[src/rtl/sm_accum_initiator_if.sv]
// Operand stream, adder handshake and result signals of the sign-magnitude accumulator.
// The accumulator sits on the master side; the operand source and the adder drive the rest.
interface sm_accum_initiator_if;
    logic        start;
    logic        in_valid;
    logic [15:0] in_data;
    logic        in_ready;
    logic        cs_add;
    logic [15:0] x;
    logic [15:0] y;
    logic [15:0] sum;
    logic        rdy_add;
    logic [15:0] acc_out;
    logic        acc_valid;
    logic        busy;
    logic        err_timeout;

    modport master (
        input  start, in_valid, in_data, sum, rdy_add,
        output in_ready, cs_add, x, y, acc_out, acc_valid, busy, err_timeout
    );

    modport slave (
        output start, in_valid, in_data, sum, rdy_add,
        input  in_ready, cs_add, x, y, acc_out, acc_valid, busy, err_timeout
    );
endinterface

[src/rtl/sm_accum_initiator.sv]
// Sums N_TERMS sign-magnitude operands through an external adder reached over the
// cs_add/rdy_add handshake; the final value is reported with a one-cycle acc_valid pulse.
module sm_accum_initiator #(
    parameter int N_TERMS = 8,
    parameter int CNT_W   = 4,
    parameter int TIMEOUT = 15
) (
    input  logic                 clk,
    input  logic                 rst,
    sm_accum_initiator_if.master bus
);
    localparam int                WAIT_W     = $clog2(TIMEOUT + 1);
    localparam logic [CNT_W-1:0]  LAST_TERM  = CNT_W'(N_TERMS);
    localparam logic [WAIT_W-1:0] WAIT_LIMIT = WAIT_W'(TIMEOUT - 1);
    localparam logic [15:0]       NEG_ZERO   = 16'h8000;

    typedef enum logic [2:0] {
        IDLE, LOAD, FETCH, REQ, WAIT_LO, WAIT_HI, DONE
    } state_t;

    state_t            state, state_nx;
    logic [CNT_W-1:0]  count;
    logic [CNT_W-1:0]  count_inc;
    logic [15:0]       acc;
    logic [15:0]       x_q, y_q, acc_out_q;
    logic              cs_q, acc_valid_q, err_q;
    logic [WAIT_W-1:0] wait_cnt;
    logic              wait_expired;
    logic              in_ready;
    logic              issue;
    logic              abort;

    assign count_inc    = count + 1'b1;
    assign wait_expired = (wait_cnt == WAIT_LIMIT);

    always_ff @(posedge clk) begin
        if (rst) state <= IDLE;
        else     state <= state_nx;
    end

    // NOTE: every output of this block gets a default before the case, so no path leaves a latch.
    always_comb begin
        state_nx = state;
        in_ready = 1'b0;
        issue    = 1'b0;
        abort    = 1'b0;
        case (state)
            IDLE: begin
                if (bus.start) state_nx = LOAD;
            end
            LOAD: begin
                in_ready = 1'b1;
                if (bus.in_valid) state_nx = (N_TERMS == 1) ? DONE : FETCH;
            end
            FETCH: begin
                in_ready = 1'b1;
                if (bus.in_valid) begin
                    state_nx = REQ;
                    issue    = bus.rdy_add;
                end
            end
            REQ: begin
                // Leave once the request has been on the wire for its single cycle.
                if (cs_q) state_nx = WAIT_LO;
                else      issue    = bus.rdy_add;
            end
            WAIT_LO: begin
                if (!bus.rdy_add) begin
                    state_nx = WAIT_HI;
                end else if (wait_expired) begin
                    state_nx = IDLE;
                    abort    = 1'b1;
                end
            end
            WAIT_HI: begin
                if (bus.rdy_add) begin
                    state_nx = (count_inc == LAST_TERM) ? DONE : FETCH;
                end else if (wait_expired) begin
                    state_nx = IDLE;
                    abort    = 1'b1;
                end
            end
            DONE:    state_nx = IDLE;
            default: state_nx = IDLE;
        endcase
    end

    // NOTE: sequential state is written with non-blocking assignments so every register
    // samples the pre-edge values regardless of statement order.
    always_ff @(posedge clk) begin
        if (rst) begin
            count       <= '0;
            acc         <= '0;
            x_q         <= '0;
            y_q         <= '0;
            cs_q        <= 1'b0;
            acc_out_q   <= '0;
            acc_valid_q <= 1'b0;
            err_q       <= 1'b0;
            wait_cnt    <= '0;
        end else begin
            cs_q        <= issue;
            acc_valid_q <= (state == DONE);
            if (state_nx != state)  wait_cnt <= '0;
            else if (!wait_expired) wait_cnt <= wait_cnt + 1'b1;
            if (abort) err_q <= 1'b1;
            case (state)
                IDLE: begin
                    if (bus.start) begin
                        err_q <= 1'b0;
                        count <= '0;
                    end
                end
                LOAD: begin
                    if (bus.in_valid) begin
                        acc   <= bus.in_data;
                        count <= CNT_W'(1);
                    end
                end
                FETCH: begin
                    // x/y are only written here, so they hold through REQ and both waits.
                    if (bus.in_valid) begin
                        x_q <= acc;
                        y_q <= bus.in_data;
                    end
                end
                WAIT_HI: begin
                    if (bus.rdy_add) begin
                        acc   <= bus.sum;
                        count <= count_inc;
                    end
                end
                DONE:    acc_out_q <= (acc == NEG_ZERO) ? 16'h0000 : acc;
                default: ;
            endcase
        end
    end

    assign bus.in_ready    = in_ready;
    assign bus.cs_add      = cs_q;
    assign bus.x           = x_q;
    assign bus.y           = y_q;
    assign bus.acc_out     = acc_out_q;
    assign bus.acc_valid   = acc_valid_q;
    assign bus.busy        = (state != IDLE);
    assign bus.err_timeout = err_q;
endmodule
[src/flat_wrapper.sv]
// flat-port wrapper written by rule: the top's interface ports become plain ports
module sm_accum_initiator_flat 
#(
    parameter int N_TERMS = 8,
    parameter int CNT_W   = 4,
    parameter int TIMEOUT = 15
)
  (clk, rst, bus_start, bus_in_valid, bus_in_data, bus_sum, bus_rdy_add, bus_in_ready, bus_cs_add, bus_x, bus_y, bus_acc_out, bus_acc_valid, bus_busy, bus_err_timeout);
  sm_accum_initiator_if bus_i ();
  input  logic clk;
  input  logic rst;
  input wire logic [$bits(bus_i.start)-1:0] bus_start;
  input wire logic [$bits(bus_i.in_valid)-1:0] bus_in_valid;
  input wire logic [$bits(bus_i.in_data)-1:0] bus_in_data;
  input wire logic [$bits(bus_i.sum)-1:0] bus_sum;
  input wire logic [$bits(bus_i.rdy_add)-1:0] bus_rdy_add;
  output wire logic [$bits(bus_i.in_ready)-1:0] bus_in_ready;
  output wire logic [$bits(bus_i.cs_add)-1:0] bus_cs_add;
  output wire logic [$bits(bus_i.x)-1:0] bus_x;
  output wire logic [$bits(bus_i.y)-1:0] bus_y;
  output wire logic [$bits(bus_i.acc_out)-1:0] bus_acc_out;
  output wire logic [$bits(bus_i.acc_valid)-1:0] bus_acc_valid;
  output wire logic [$bits(bus_i.busy)-1:0] bus_busy;
  output wire logic [$bits(bus_i.err_timeout)-1:0] bus_err_timeout;
  assign bus_i.start = bus_start;
  assign bus_i.in_valid = bus_in_valid;
  assign bus_i.in_data = bus_in_data;
  assign bus_i.sum = bus_sum;
  assign bus_i.rdy_add = bus_rdy_add;
  assign bus_in_ready = bus_i.in_ready;
  assign bus_cs_add = bus_i.cs_add;
  assign bus_x = bus_i.x;
  assign bus_y = bus_i.y;
  assign bus_acc_out = bus_i.acc_out;
  assign bus_acc_valid = bus_i.acc_valid;
  assign bus_busy = bus_i.busy;
  assign bus_err_timeout = bus_i.err_timeout;
  sm_accum_initiator #(.N_TERMS(N_TERMS), .CNT_W(CNT_W), .TIMEOUT(TIMEOUT)) u_core (.clk(clk), .rst(rst), .bus(bus_i));
endmodule
[config.mk]
export PLATFORM = sky130hd
export DESIGN_NAME = sm_accum_initiator_flat
export DESIGN_NICKNAME = d
export VERILOG_FILES = /design/src/rtl/sm_accum_initiator_if.sv /design/src/rtl/sm_accum_initiator.sv /design/src/flat_wrapper.sv
export SDC_FILE = /design/constraint.sdc
export NUM_CORES = 1
export LEC_CHECK = 0
export ABC_AREA = 1
export CAP_MARGIN = 20
export CORE_AREA = 2 2 95 97
export CTS_CLUSTER_DIAMETER = 80
export DETAILED_ROUTE_END_ITERATION = 10
export DIE_AREA = 0 0 97 99
export HOLD_SLACK_MARGIN = 0.1
export PLACE_DENSITY_LB_ADDON = 0.08
export SETUP_SLACK_MARGIN = 0.02
export SLEW_MARGIN = 20
export SYNTH_ARGS = -nofsm -noshare
export SYNTH_HDL_FRONTEND = slang
export SYNTH_SLANG_ARGS = --single-unit
[constraint.sdc]
create_clock -name clk -period 1.8 [get_ports clk]
set_input_delay 0.36 -clock clk [delete_from_list [all_inputs] [get_ports clk]]
set_output_delay 0.36 -clock clk [all_outputs]
set_load 0.01 [all_outputs]
Word level (Yosys, flattened, before mapping)
Index checks and enable logic that the tools add are counted.
{"block": "word_totals", "wordCells": 62, "inputBits": 37, "regBits": 78, "out_inout_bits": 53}
{"block": "op_classes", "eq_ne": 13, "muxes": 28, "n_addsub": 2, "reduce_logical": 9}
{"op": "2-to-1 mux 16 bit", "count": 3}
{"op": "case mux 16 bit (2 select lines)", "count": 1}
{"op": "2-to-1 mux 3 bit", "count": 8}
{"op": "case mux 3 bit (6 select lines)", "count": 1}
{"op": "equality test 16 bit, second input constant", "count": 1}
{"op": "2-to-1 mux 4 bit", "count": 3}
{"op": "case mux 4 bit (3 select lines)", "count": 1}
{"op": "equality test 3 bit, second input constant", "count": 3}
{"op": "2-to-1 mux 1 bit", "count": 9}
{"op": "adder 4 x 1 -> 4 bit, second input constant", "count": 2}
{"op": "equality test 4 bit, second input constant", "count": 2}
{"op": "equality test 3 x 2 -> 1 bit, second input constant", "count": 2}
{"op": "inequality test 2 bit, second input constant", "count": 3}
{"op": "nonzero test 3 bit", "count": 2}
{"op": "case mux 1 bit (2 select lines)", "count": 2}
{"op": "AND reduction 4 bit", "count": 1}
{"op": "OR reduction 2 bit", "count": 2}
{"op": "equality test 3 x 1 -> 1 bit, second input constant", "count": 1}
{"op": "zero test 3 bit", "count": 1}
{"op": "inequality test 3 bit", "count": 1}
{"op": "AND reduction 3 bit", "count": 1}
{"op": "AND reduction 2 bit", "count": 1}
{"op": "nonzero test 2 bit", "count": 1}

Depth between registers and ports, before layout
{"block": "depth", "ltp_word": 7, "mapped_depth": 11, "mapped_depth_nobuf": 11}

Least setup slack after synthesis
OpenSTA, ideal clock, no wires.
{"block": "synth_path", "kind": "reg2out", "start": "register u_core.state[0]", "end": "output port bus_in_ready", "t_arrival_ps": 1029, "setup_slack_ps": 411, "path_stages_with_launch": 5, "required_time_ps": 1440, "path_buffers": 0, "cell_sequence": "dfxtp_1 -> inv_2 -> nor2_4 -> inv_2 -> o21ai_0"}
{"block": "synth_via", "elab_chain_cells": 3, "elab_cells_between_ends": 4, "cone_classes": "eq/ne (2); mux (1); reduce/logical (1)"}
{"item": "start, declared", "line": "sm_accum_initiator.sv:21", "source": "state_t state, state_nx;"}
{"item": "start signal, assigned", "line": "sm_accum_initiator.sv:38", "source": "else state <= state_nx;"}
{"item": "equality test 3 x 1 -> 1 bit or equality test 3 x 2 -> 1 bit (tied branches)", "line": "sm_accum_initiator.sv:47", "source": "case (state)"}
{"item": "OR reduction 2 bit (no source line) (*)"}
{"item": "2-to-1 mux 1 bit (*)", "line": "sm_accum_initiator.sv:47"}
{"item": "end, declared", "line": "flat_wrapper.sv:17", "source": "output wire logic [$bits(bus_i.in_ready)-1:0] bus_in_ready;"}
Mark *: on every way between the ends. The rest lies on a longest branch, timed or not.

Worst setup path after layout
{"block": "layout_path", "start": "register u_core.state[1]", "end": "output port bus_busy"}
{"block": "layout_via", "elab_chain_cells": 1}
{"item": "nonzero test 3 bit", "line": "sm_accum_initiator.sv:145", "source": "assign bus.busy = (state != IDLE);"}
{"item": "end, declared", "line": "flat_wrapper.sv:23", "source": "output wire logic [$bits(bus_i.busy)-1:0] bus_busy;"}
No other way between the ends.

==> impl_metrics.ini <==
[run_status]
outcome = completed

[finish]
diodes = 0
seqCellArea_um2 = 1567
final_cell_mix = clkdlybuf4s50_1 (87), dfxtp_1 (76), o21ai_0 (58)
layout_commonest_cell = clkdlybuf4s50_1
multi_input_area_um2 = 1410
nNetsFinal = 549
layout-drive-gt1-share = 0.1228
syn_to_final_growth_pct = 40.52
fin_cells = 621
n_fill_cell = 850

[route]
dr.pass1.iters = 4
wl_um = 8667
antenna_left = 0
dr_total_vias = 3078
wl_per_cell_um = 13.96
drc_errors = 0
drtIter0Drc = 106
via_per_inst = 4.957

[die]
fp.dieH_um = 99
core_um2 = 8551
ioPinCount = 90
die_w_um = 97
start_util = 0.3781
die_area_um2 = 9603
rows = 34

[logic_synthesis]
synthTopCellsByArea = dfxtp_1 (48%), o21ai_0 (9.1%), nand2_1 (5.7%)
ys_types = 31
ys_ff_latch = 78
synth_top_cell_area_share = 0.4830
yosysWarnings = 0
synthCells = 412
async_flop_share = 0
synth_nets = 453
post-synth-top-area-cell = dfxtp_1
synth-edff-count = 0
ys_seq_area_frac = 0.4830
synth_flop_cell = dfxtp_1
syn_area_per_cell_um2 = 7.847
synthesis.area_um2 = 3233

[global_route]
antenna_found_initial = 0
grtUsageMet3 = 0.05035
grt_remaining_overflow = 0
grt_max_degree = 43
met1_usage = 0.2466
gr-usage-all-layers = 0.1842
grt_pass1_vias = 2878
grt-busiest-layer = met2
grt_pass1_wl_um = 14280
grtUsageMet2 = 0.2911

[clock_tree]
htreeDepth = 3
cts_buffer_depth = 2
cts-buffers-inserted = 9
worstSkewPairLatency_ns = 0.35
root_buffer = clkbuf_8
post-cts-setup-buffers = 0
clkTransAtPathRegs_ns = 0.08
cts_hold_buf = 0
cts_tree = built
clock-sinks = 78

[hold_path]
min_from = u_core.bus.acc_out[14]$_SDFFE_PP0P_
hold_path_class = reg -> reg

[critical_path]
critPathKind = reg -> out
critPathMaxFanout = 5
endpoint_kind = primary output
max_stage_delay_ns = 0.37
cpMaxStageDelayCell = dfxtp_4
r2r_start = u_core.state[2]$_SDFF_PP0_
crit_required_ns = 1.44
worstSetupStartpointType = register
path_cells = inv_2 -> buf_4 -> nand3_1 -> dlygate4sd2_1
critPathArrivalTime_ns = 1.28
cp-startpoint = u_core.state[1]$_SDFF_PP0_

[sta]
final_max_slew_viol_count = 0
relSlewSlack = 0.6889
fin_crit_ns = 1.639
finalSetupTns_ns = 0
rsz0062_at_grt = no
min_period_over_period = 0.9104
setup_violations = 0
fin_ws_ns = 0.1612
clock_skew_ns = 0.008065
fmax_mhz = 610.2
worst_pin_slew_ns = 0.4624
finalHoldViolCount = 0

[power_and_ir_drop]
ir_drop_v = 0.0003206
p_total_uw = 3785
powerDensity_nw_per_um2 = 833.1
power_leakage_uw = 0.001796

[flow_run]
cap_violations = 0

[placed_design]
gp_congestion = 0.8856
port_buffers = 89
place.detailed.hpwl_um = 6417
post-place-ws_ns = 0.01169
dp.cells = 605
[area by class of cell]
type	instances	area share
Clock buffer	10	0.02809
Clock inverter	6	0.01542
Inverter	37	0.03057
Multi-Input combinational cell	275	0.3104
Sequential cell	78	0.3448
Tap cell	108	0.02974
Timing Repair Buffer	107	0.2410
[sequential cells by signal (all words and copies together) (netlist names)]
| name | count |
|---|---|
| u_core.acc | 16 |
| u_core.bus.acc_out | 16 |
| u_core.bus.acc_valid | 1 |
| u_core.bus.cs_add | 1 |
| u_core.bus.err_timeout | 1 |
| u_core.bus.x | 16 |
| u_core.bus.y | 16 |
| u_core.count | 4 |
| u_core.state | 3 |
| u_core.wait_cnt | 4 |
[per-stage QoR]
stage | hold slack (ns) | utilization | cell area (um^2)
after floorplan | 0.4291 | - | 3233
after global placement | 0.4578 | 0.5078 | 4342
after detailed placement | 0.4665 | 0.5078 | 4342
after CTS | 0.4819 | 0.5312 | 4542
after global routing | 0.4983 | 0.5313 | 4543
final | 0.4779 | 0.5313 | 4543
[worst paths after layout]
path                                               to  slack [ns]  cells past startpoint
hold reg to reg   u_core.bus.acc_out[14]$_SDFFE_PP0P_        0.48                      2
setup / recovery                             bus_busy        0.16                      4
hold / removal    u_core.bus.acc_out[14]$_SDFFE_PP0P_        0.48                      2
setup reg to reg         u_core.bus.x[9]$_SDFFE_PP0P_        0.27                      7
[Yosys cell counts (7+ instances only)]
cell and count:
a21oi_1 33, a31oi_1 16, buf_2 8, clkbuf_1 11, dfxtp_1 78, inv_1 29
inv_2 7, nand2_1 49, nand2_2 10, nand3_1 18, nor2_1 49, o21ai_0 59
o21ai_1 9
[metal layers]
metal	part of all wire	wire length (um)
met5	0	0
met1	0.49	4214
met4	0.011	99
met3	0.057	495
met2	0.45	3857
[worst max-delay path, delay by kind of cell, from the launching register on]
family | cells | cell delay, ns
flip-flops | 1 | 0.37
AND/OR/NAND/NOR | 1 | 0.07
buffers and inverters | 3 | 0.49
[cell families after synthesis]
group,share of synthesized area
buffers and inverters,0.08243
and+or+nand+nor,0.2148
adders and majority gates,0.01548
AOI/OAI and AO/OA,0.1962
DFF,0.4830
xor gates and xnor gates,0.008128
[power by group]
part / leakage [uW] / switching, uW / internal [uW] / total [uW]
Clock: 0.0000891 / 669 / 648 / 1320
Sequential: 0.000634 / 64.9 / 1810 / 1880
Combinational: 0.00107 / 302 / 288 / 590
Total: 0.00180 / 1040 / 2750 / 3780
[what timing repair did]
item                       CTS  global route
resized for setup            5             4
setup endpoints to repair    2             3
hold endpoints to repair     0             0
No activity file was read; power rests on OpenSTA's default activity.
==> RTL change 1: new RTL, config.mk and constraints unchanged <==
`TIMEOUT` is set to 15 in 2 places; all go to 16.
--- a/src/rtl/sm_accum_initiator.sv
+++ b/src/rtl/sm_accum_initiator.sv
@@ -3,7 +3,7 @@
 module sm_accum_initiator #(
     parameter int N_TERMS = 8,
     parameter int CNT_W   = 4,
-    parameter int TIMEOUT = 15
+    parameter int TIMEOUT = 16
 ) (
     input  logic                 clk,
     input  logic                 rst,
--- a/src/flat_wrapper.sv
+++ b/src/flat_wrapper.sv
@@ -3,7 +3,7 @@
 #(
     parameter int N_TERMS = 8,
     parameter int CNT_W   = 4,
-    parameter int TIMEOUT = 15
+    parameter int TIMEOUT = 16
 )
   (clk, rst, bus_start, bus_in_valid, bus_in_data, bus_sum, bus_rdy_add, bus_in_ready, bus_cs_add, bus_x, bus_y, bus_acc_out, bus_acc_valid, bus_busy, bus_err_timeout);
   sm_accum_initiator_if bus_i ();
Function: same outputs for any inputs over 10 cycles, from zero or initial values and one cycle with rst high; that may be too few to reach the edited logic, so the function may still have changed.
==> RTL change 1 against the original RTL <==
  * Sequential power is 2% higher
  * Sequential cell count is 1 higher
  * Combinational power grew 2%
  * Cell area rose by 3.3%
  * Power fell by 0.60%
  * Global-route usage down 0.23 points
  * Area after synthesis grew 1.7%
  * Register-to-register slack got worse by 220 ps
  * Routed wire length grew 1.5%
  * Sequential share of layout area is 0.68 points lower
  * Worst setup slack worse by 110 ps
  * Critical endpoint is now u_core.wait_cnt[1]
==> RTL change 1: results (changes against the original RTL) <==
Run status
  • Run status: complete, no violations (unchanged)

Synthesis
  • Sequential fraction of the synthesis area: 0.481 (was 0.483)
  • Net Count, Synth: 461 (was 453)
  • Count of cell types in the netlist: 32 (was 31)
  • Gate count of the mapped netlist: 420 (was 412)
  • Synth cell count leaders: 79 x dfxtp_1, 59 x nand2_1, 56 x nor2_1 (was 78 x dfxtp_1, 59 x o21ai_0, 49 x nand2_1, 49 x nor2_1, 33 x a21oi_1)
  • Yosys warns: 0 (unchanged)
  • Top cells by area, synth: dfxtp_1 48%, o21ai_0 7.8%, nand2_1 6.7% (was dfxtp_1 48%, o21ai_0 9.1%, nand2_1 5.7%)

Clocking
  • Clock root cell: clkbuf_8 (unchanged)
  • Clk Latency, worst-skew pair: 340 ps
  • CTS Buffer Depth: 2 (unchanged)
  • Clock-pin slew on the worst setup and hold paths: 70 ps
  • H-tree depth: 3 (unchanged)
  • Num CTS Buffers: 9 (unchanged)

Worst setup path
  • Max stage delay cell, worst path: dfxtp_2 (was dfxtp_4)
  • Crit path DAT: 2020 ps (was 1280 ps)
  • CP delay by family, top: simple AND/OR/NAND/NOR gates (was buffers and inverters)
  • Crit-path max cell delay: 360 ps

Global routing
  • First-pass GRT wire length: 14200 µm (was 14300 µm)
  • Total track usage: 0.182 (was 0.184)
  • Initial antenna violation count: 0 (unchanged)
  • Largest net degree at the start of global routing: 67 (was 43)
  • Vias in the first global route: 2894 (was 2878)

Detailed routing
  • DR WL/cell: 13.8 µm (was 14.0 µm)
  • DR iter-0 viols: 128 (was 106)
  • DR vias: 3073 (was 3078)
  • Number of detailed-route iterations in the first pass: 4 (unchanged)

Place
  • Final RePlAce weighted congestion: 0.930 (was 0.886)
  • Setup WS pre-CTS: -1.98 ps (was 11.7 ps)
  • Placed Cells: 621 (was 605)
  • PortBufs: 89 (unchanged)
  • Post-DP Area: 4440 µm² (was 4340 µm²)
  • Final HPWL from detailed placement: 6310 µm (was 6420 µm)

Cells and area
  • Finished Layout Cells: 638 (was 621)
  • Antenna Cells: 0 (unchanged)
  • Share of post-route cells with drive strength above 1: 0.142 (was 0.123)
  • Final nets: 566 (was 549)

Pwr
  • Logic pwr share: 0.160 (was 0.156)
  • Flop pwr share: 0.511 (was 0.496)
  • VDD IR max: 0.353 mV (was 0.321 mV)
  • Sw Ratio: 0.276 (was 0.274)
  • Cell internal pwr: 2720 µW (was 2750 µW)
  • Static Leak: 0.00183 µW (was 0.00180 µW)

STA
  • Final hold violation count: 0 (unchanged)
  • Slew headroom: 0.773 (was 0.689)
  • Final Skew: 11.8 ps (was 8.07 ps)

Worst hold path
  • Worst hold path type: flop to flop (unchanged)
[RTL change 1: cell types whose count changed after synthesis, sizes merged, moves of 4 or more]
cell,unedited run,this run
nor2,53,63
nand3,22,14
inv,36,30
a21oi,33,38
nand2,59,63
[RTL change 1: path summary, 6_finish.rpt]
check                                       startpoint                endpoint  slack [ps]  cells after the start
worst max-delay path                u_core.wait_cnt[1]      u_core.wait_cnt[1]          50                     12
worst min-delay path            u_core.bus.acc_out[12]  u_core.bus.acc_out[12]         480                      2
worst max register to register      u_core.wait_cnt[1]      u_core.wait_cnt[1]          50                     12
worst min register to register  u_core.bus.acc_out[12]  u_core.bus.acc_out[12]         480                      2
[RTL change 1: repair_timing]
item                                   in CTS  in global routing
cloned                                      0                  0
setup endpoints to repair                   7                  6
buffers inserted                            0                  1
hold buffers                                0                  0
endpoints found under the hold margin       0                  0
pin swaps                                   0                  8
gates resized for setup                     9                 12
[RTL change 1: tightest hold or removal path, delay by kind of cell (launching register included)]
kind	cells	cell delay (ps)
DFF	1	320
and+or+nand+nor	2	120
[RTL change 1: area by class of cell]
cell class | count | area [µm²]
Inverter | 31 | 125
Clock inverter | 5 | 40.0
Fill cell | 799 | 3860
Timing Repair Buffer | 117 | 1170
Multi-Input combinational cell | 287 | 1490
Clock buffer | 11 | 151
Sequential cell | 79 | 1590
Tap cell | 108 | 135
[RTL change 1: cells by family after synthesis]
group	Yosys count	synth area share
and+or+nand+nor	154	0.212
AOI/OAI and AO/OA	124	0.197
DFF	79	0.481
buffers and inverters	54	0.0810
xor gates and xnor gates	4	0.0106
adders and majority gates	4	0.0152
muxes	1	0.00304
[RTL change 1: per-layer routing]
metal,vias to the layer above,track usage,routed length (µm)
li1,1620,-,-
met1,1366,0.261,4580
met2,83,0.264,3620
met3,4,0.0489,530
met4,0,0.0618,61
met5,-,0,0
==> RTL change 2: new RTL, same settings <==
Made on the original files. Re-encode `state_t` (7 states) as one-hot, 7 bits wide.
--- a/src/rtl/sm_accum_initiator.sv
+++ b/src/rtl/sm_accum_initiator.sv
@@ -14,8 +14,8 @@
     localparam logic [WAIT_W-1:0] WAIT_LIMIT = WAIT_W'(TIMEOUT - 1);
     localparam logic [15:0]       NEG_ZERO   = 16'h8000;
 
-    typedef enum logic [2:0] {
-        IDLE, LOAD, FETCH, REQ, WAIT_LO, WAIT_HI, DONE
+    typedef enum logic [6:0] {
+        IDLE = 7'b0000001, LOAD = 7'b0000010, FETCH = 7'b0000100, REQ = 7'b0001000, WAIT_LO = 7'b0010000, WAIT_HI = 7'b0100000, DONE = 7'b1000000
     } state_t;
 
     state_t            state, state_nx;
Check against the original RTL: same outputs for any inputs over 10 cycles, from zero or initial values and one cycle with rst high; not proved beyond that.
==> RTL change 2 against the original RTL <==
  * Sequential cell count is 4 higher
  * Highest routed layer unchanged
  * Routed wire length is 7.8% higher
  * Utilization is 2.5 points higher
  * Die area stayed put
  * Cell area is 4.7% higher
  * Largest cell class unchanged
  * Critical endpoint is now u_core.acc[11]
  * Power is 9.8% lower
  * Worst setup slack worse by 51 ps
  * Area after synthesis is 3.5% higher
==> RTL change 2: results (changes against the original RTL) <==
Synthesis
  • Top cells by area, synth: dfxtp_1 49%, nand2_1 12%, a21oi_1 7.2% (was dfxtp_1 48%, o21ai_0 9.1%, nand2_1 5.7%)
  • Synth cell count leaders: 108 x nand2_1, 82 x dfxtp_1, 48 x a21oi_1 (was 78 x dfxtp_1, 59 x o21ai_0, 49 x nand2_1, 49 x nor2_1, 33 x a21oi_1)
  • Yosys warns: 0 (unchanged)
  • Sequential fraction of the synthesis area: 0.491 (was 0.483)
  • Net Count, Synth: 485 (was 453)
  • Post-synth ARST share: 0 (unchanged)
  • Count of cell types in the netlist: 32 (was 31)
  • Main synth FF type: dfxtp_1 (unchanged)
  • Syn avg cell area: 7.52 µm² (was 7.85 µm²)

Pwr
  • VDD IR max: 0.394 mV (was 0.321 mV)
  • Static Leak: 0.00184 µW (was 0.00180 µW)
  • P_sw: 867 µW (was 1040 µW)

Global routing
  • Largest net degree at the start of global routing: 32 (was 43)
  • Total track usage: 0.194 (was 0.184)
  • First-pass GRT wire length: 14900 µm (was 14300 µm)
  • Vias in the first global route: 3074 (was 2878)
  • Initial antenna violation count: 0 (unchanged)

Place
  • Final RePlAce weighted congestion: 0.864 (was 0.886)
  • PortBufs: 89 (unchanged)
  • Final HPWL from detailed placement: 6760 µm (was 6420 µm)
  • Placed Cells: 641 (was 605)

Run status
  • Run status: complete, no violations (unchanged)

Clocking
  • Num CTS Buffers: 9 (unchanged)
  • CTS Buffer Depth: 2 (unchanged)
  • Clock-pin slew on the worst setup and hold paths: 80 ps (about the same)

Worst setup path
  • CP max FO: 15 (was 5)
  • Crit path DAT: 1920 ps (was 1280 ps)
  • Max stage delay cell, worst path: dfxtp_2 (was dfxtp_4)
  • Crit-path max cell delay: 370 ps (about the same)
  • CP delay by family, top: simple AND/OR/NAND/NOR gates (was buffers and inverters)

Detailed routing
  • DR WL/cell: 14.1 µm (was 14.0 µm)
  • Number of detailed-route iterations in the first pass: 4 (unchanged)
  • Vias per Instance: 4.98 (was 4.96)
  • DR iter-0 viols: 146 (was 106)

Cells and area
  • Final nets: 589 (was 549)
  • Share of post-route cells with drive strength above 1: 0.123 (about the same)
  • Finished Layout Cells: 662 (was 621)
  • Antenna Cells: 0 (unchanged)

STA
  • Slew headroom: 0.780 (was 0.689)
  • Final Skew: 14.0 ps (was 8.07 ps)

Worst hold path
  • Worst hold path type: flop to flop (unchanged)
RTL change 2: changes by cell type in the layout (fill, tap and decap cells not counted), moves of 5 or more:
| cell | delta |
|---|---|
| nand2_1 | +59 |
| buf_4 | +10 |
| o21ai_1 | +5 |
| nand2_2 | -9 |
| a21oi_1 | +15 |
| nor2_4 | +5 |
| inv_1 | +5 |
| nor2_1 | -24 |
| o21ai_0 | -25 |
RTL change 2: routing by layer:
layer | track usage | routed length, µm | part of all wire | up-vias
met1 | 0.256 | 4430 | 0.47 | 1522
met2 | 0.311 | 4300 | 0.46 | 87
li1 | - | - | - | 1680
met4 | 0.0531 | 85 | 0.0091 | 0
met5 | 0 | 0 | 0 | -
met3 | 0.0574 | 531 | 0.057 | 7
RTL change 2: final cells by class:
cell class	instances	area [µm²]
Clock buffer	11	141
Clock inverter	5	37.5
Fill cell	853	3800
Inverter	39	154
Multi-Input combinational cell	302	1500
Sequential cell	82	1650
Tap cell	108	135
Timing Repair Buffer	115	1130
RTL change 2: timing repair:
item,in CTS,in global routing
pin swaps,3,6
gates cloned,0,1
buffers inserted,0,4
setup endpoints to repair,3,51
gates resized for setup,8,19
RTL change 2: per-stage QoR:
stage	hold slack, ps	area, µm²	setup WS [ps]	power [µW]
2_1_floorplan	452	3350	324	2050
4_1_cts	470	4660	19.9	3430
5_1_grt	495	4750	-32.3	3580
3_5_place_dp	458	4470	-45.2	2220
6_report	468	4750	111	3410
3_3_place_gp	453	4470	-15.9	2220
RTL change 2: worst reg2reg max path, delay by kind of cell (launching register included):
family                 cells  cell delay, ps
AND/OR/NAND/NOR            4             540
flip-flops                 1             370
buffers and inverters      3             370
AO/OA/AOI/OAI              2             290
RTL change 2: kinds of logic (layout without fill, tap and decap cells):
| kind of cell | Yosys count | after routing | synth area share |
|---|---|---|---|
| buffers and inverters | 61 | 170 | 0.0737 |
| AO/OA/AOI/OAI | 117 | 117 | 0.188 |
| flip-flops | 82 | 82 | 0.491 |
| adder cells (fa/ha/maj) | 3 | 3 | 0.0112 |
| XOR/XNOR | 3 | 3 | 0.00785 |
| AND/OR/NAND/NOR | 179 | 179 | 0.229 |
RTL change 2: worst paths after layout:
check / depth (start not counted) / from / slack, ps / to
worst max-delay path: 9 / u_core.state[1] / 110 / u_core.acc[11]
worst min-delay path: 2 / u_core.bus.y[12] / 470 / u_core.bus.y[12]
worst max register to register: 9 / u_core.state[1] / 110 / u_core.acc[11]
worst min register to register: 2 / u_core.bus.y[12] / 470 / u_core.bus.y[12]
RTL change 2: power groups by stage:
stage / Clock [µW] / Combinational (µW) / Sequential (µW)
floorplan: 0 / 156 / 1900
global placement: 0 / 312 / 1900
detailed placement: 0 / 313 / 1900
CTS: 1250 / 315 / 1860
global route: 1340 / 371 / 1870
finish: 1220 / 335 / 1860
